File: src/rtl/tsv_cascade_counter_bank.sv
// Bank of NCH chained WIDTH-bit up-counters with per-channel clear, single-channel load and a ripple carry
// intended to cross tiers via TSV pairs. Optional macro CARRY_OUT_REG_EN registers carry_OUT.
module tsv_cascade_counter_bank #(
  parameter int unsigned WIDTH = 4,
  parameter int unsigned NCH   = 4,
  parameter int unsigned CHW   = 2
) (
  input  logic                 clk1_IN,
  input  logic                 rst_n_IN,
  input  logic                 en_IN,
  input  logic                 carry_IN,
  input  logic [NCH-1:0]       clr_IN,
  input  logic                 load_IN,
  input  logic [CHW-1:0]       load_ch_IN,
  input  logic [WIDTH-1:0]     load_val_IN,
  output logic [NCH*WIDTH-1:0] cnt_OUT,
  output logic [NCH-1:0]       tc_OUT,
  output logic                 carry_OUT,
  output logic                 all_ones_n_OUT
);

  logic [NCH-1:0][WIDTH-1:0] cnt_q;
  logic [NCH-1:0][WIDTH-1:0] cnt_d;
  logic [NCH-1:0]            tc_c;
  logic [NCH-1:0]            adv_c;
  logic                      carry_c;

  // Advance chain is built from pre-edge register values, so same-edge clear/load never break it.
  always_comb begin
    tc_c  = '0;
    adv_c = '0;
    cnt_d = cnt_q;
    for (int k = 0; k < int'(NCH); k++) begin
      tc_c[k] = &cnt_q[k];
    end
    adv_c[0] = en_IN & carry_IN;
    for (int k = 1; k < int'(NCH); k++) begin
      adv_c[k] = adv_c[k-1] & tc_c[k-1];
    end
    for (int k = 0; k < int'(NCH); k++) begin
      if (clr_IN[k]) begin
        cnt_d[k] = '0;
      end else if (load_IN && (load_ch_IN == CHW'(k))) begin
        cnt_d[k] = load_val_IN;
      end else if (adv_c[k]) begin
        cnt_d[k] = cnt_q[k] + WIDTH'(1);
      end
    end
  end

  always_ff @(posedge clk1_IN or negedge rst_n_IN) begin
    if (!rst_n_IN) begin
      cnt_q <= '0;
    end else begin
      cnt_q <= cnt_d;
    end
  end

  assign carry_c = adv_c[NCH-1] & tc_c[NCH-1];

`ifdef CARRY_OUT_REG_EN
  // Registered carry cuts the inter-tier timing path at the cost of one cycle of lag.
  logic carry_q;

  always_ff @(posedge clk1_IN or negedge rst_n_IN) begin
    if (!rst_n_IN) begin
      carry_q <= 1'b0;
    end else begin
      carry_q <= carry_c;
    end
  end

  assign carry_OUT = carry_q;
`else
  assign carry_OUT = carry_c;
`endif

  assign cnt_OUT        = cnt_q;
  assign tc_OUT         = tc_c;
  assign all_ones_n_OUT = ~(&tc_c);

endmodule
File: config.mk
export PLATFORM = sky130hd
export DESIGN_NAME = tsv_cascade_counter_bank
export DESIGN_NICKNAME = d
export VERILOG_FILES = /design/src/rtl/tsv_cascade_counter_bank.sv
export SDC_FILE = /design/constraint.sdc
export NUM_CORES = 1
export LEC_CHECK = 0
export ABC_AREA = 1
export CAP_MARGIN = 15
export CORE_MARGIN = 5
export CORE_UTILIZATION = 46
export DETAILED_ROUTE_END_ITERATION = 6
export PLACE_DENSITY = 0.85
export SETUP_SLACK_MARGIN = 0.05
export SYNTH_ARGS = -nofsm -noshare
export SYNTH_HDL_FRONTEND = slang
export SYNTH_SLANG_ARGS = --single-unit
File: constraint.sdc
create_clock -name clk1_IN -period 1.55 [get_ports clk1_IN]
set_input_delay 0.31 -clock clk1_IN [delete_from_list [all_inputs] [get_ports clk1_IN]]
set_output_delay 0.31 -clock clk1_IN [all_outputs]
set_load 0.02 [all_outputs]
==> flow_metrics.tcl <==
set metrics [dict create \
    final_cell_mix "nand2_1, buf_4, nand3_1, inv_1, clkdlybuf4s50_1" \
    avgSynthCellArea_um2 6.57 \
    clkLatencyLatePin_ns 0.30 \
    postRouteAntennaNets 0 \
    seqCellArea_um2 410 \
    grt_max_degree 17 \
    antenna_found_initial 0 \
    tightestPinTransition_ns 0.303 \
    gr-usage-all-layers 0.240 \
    cp_slowest_cell "dfrtp_2" \
    crit_buf_inv 1 \
    min_period_ns 1.78 \
    fin_hold_ws_ns 0.321 \
    vias 1555 \
    drtIter0Drc 71 \
    yosys_warnings 0 \
    final_common_cell "nand2_1" \
    grt_pass1_wl_mm 6.54 \
    fin_ws_ns -0.233 \
    drv_cap 0 \
    pre_cts_ws_ns -0.655 \
    multi_input_area_um2 837 \
    first_pass_iters 4 \
    status "finished with violations" \
    ys_ff_latch 16 \
    synthToLayoutAreaGrowth_pct 68.1 \
    initial_core_util 0.476 \
    grt_overflow_total 0 \
    vdd_ir_drop_max_uv 723 \
    hold_path.class "in -> async" \
    violations "setup timing" \
    design.core.area_um2 2450 \
    finalPower_mw 1.32 \
    htree_num_levels 1 \
    nets 272 \
    die_h_um 60.4 \
    grt_pass1_vias 1538 \
    rsz0062_at_grt "yes" \
    cts_tree "yes" \
    cpPeakStageDelay_ns 0.42 \
    n_fill_cell 177 \
    place_inst 273 \
    die_w_um 60.4 \
    synth_fp_nets 197 \
    routed_wl_mm 4.20 \
    io_pins 37 \
    cp_cell_sequence "ha_4, nand3_4, nor2_4, nand2_4, nor3_4, buf_6" \
    clock_sinks 16 \
    dieArea_um2 3650 \
    port_buffers 36 \
    rows 18 \
    min_period_over_period 1.15 \
    crit_family "simple AND/OR/NAND/NOR gates" \
    wire_per_inst_um 14.9 \
    p_per_area_nw_per_um2 673 \
    synthCells 178 \
    ys_seq_area_frac 0.343 \
    skew_ns 0.00480 \
    utilization 0.800 \
    cp-start-kind "flop" \
    finalNonFillerCells 282 \
    syn_area_um2 1170 \
    cts_buffer_depth 2 \
    critPathRequiredTime_ns 1.24 \
    path_clk_slew_ns 0.11 \
    worstSetupPathType "reg -> out" \
    cts_made_buffers 3 \
    relSlewSlack 0.797 \
    vias_per_cell 5.51 \
    max_freq_ghz 0.561 \
    drive_gt1_frac 0.381 \
    p_leak_nw 1.07 \
    cp.arrival_ns 1.47 \
    clockRootBuffer "clkbuf_4" \
    yosysUniqueCellTypes 19 \
    final_area_um2 1960 \
    end_kind "output port" \
    antennaDiodeCount 0 \
    dp_hpwl_mm 3.03 \
    drc 0 \
    setup_tns_ns -0.602 \
    largest_reg_flops 16 \
    dpl-instance-area_um2 1880 \
    setup_violations 4 \
    final_hold_viol_count 0 \
    path_max_fanout 2 \
    slew_viol_final 0 \
    gp_congestion 0.859 \
]
-- Yosys cell counts (all sizes together) --
library cell | instances | share of area
nand4 | 4 | 0.021
nand3 | 36 | 0.17
nor3 | 1 | 0.0043
dfrtp | 16 | 0.34
nor2 | 15 | 0.061
a21oi | 8 | 0.037
ha | 4 | 0.043
o21ai | 10 | 0.043
inv | 23 | 0.074
nand2 | 58 | 0.19
or2 | 3 | 0.016
-- cells by family after synthesis --
kind of cell,after synthesis,synth area share
flip-flops,16,0.343
AO/OA/AOI/OAI,18,0.0803
buffers and inverters,23,0.0739
AND/OR/NAND/NOR,117,0.460
adder cells (fa/ha/maj),4,0.0428
-- layer usage --
metal / share of wire / track usage
met4: 0.030 / 0.139
met2: 0.53 / 0.418
met3: 0.059 / 0.0255
met5: 0 / 0
met1: 0.38 / 0.284
-- power by group --
part	switching, mW	internal [mW]
registers	0.0475	0.469
clock network	0.152	0.100
logic	0.308	0.245
total	0.507	0.814
-- layout make-up --
cell class	instances	area share
clock buffers	4	0.0134
inverters	23	0.0452
multi-input cells	139	0.426
flip-flops and latches	16	0.209
well taps	30	0.0191
repair buffers	70	0.287
-- timing repair --
item                                    CTS  global route
endpoints found under the setup margin   22            25
gates resized for setup                  75            26
pin swaps                                 5             1
hold buffers                              0             0
setup buffers                             4             1
-- worst paths after layout --
kind	from	end	slack, ns	cells after the start
setup / recovery	cnt_OUT[4]$_DFFE_PN0P_	carry_OUT	-0.23	6
hold / removal	rst_n_IN	cnt_OUT[7]$_DFFE_PN0P_	0.32	2
setup reg to reg	cnt_OUT[12]$_DFFE_PN0P_	cnt_OUT[14]$_DFFE_PN0P_	0.12	9
hold reg to reg	cnt_OUT[15]$_DFFE_PN0P_	cnt_OUT[15]$_DFFE_PN0P_	0.63	3
max in group asynchronous	rst_n_IN	cnt_OUT[8]$_DFFE_PN0P_	1.02	2
min in group clk1_IN	cnt_OUT[15]$_DFFE_PN0P_	cnt_OUT[15]$_DFFE_PN0P_	0.63	3
(Power assumes the default switching activity.)
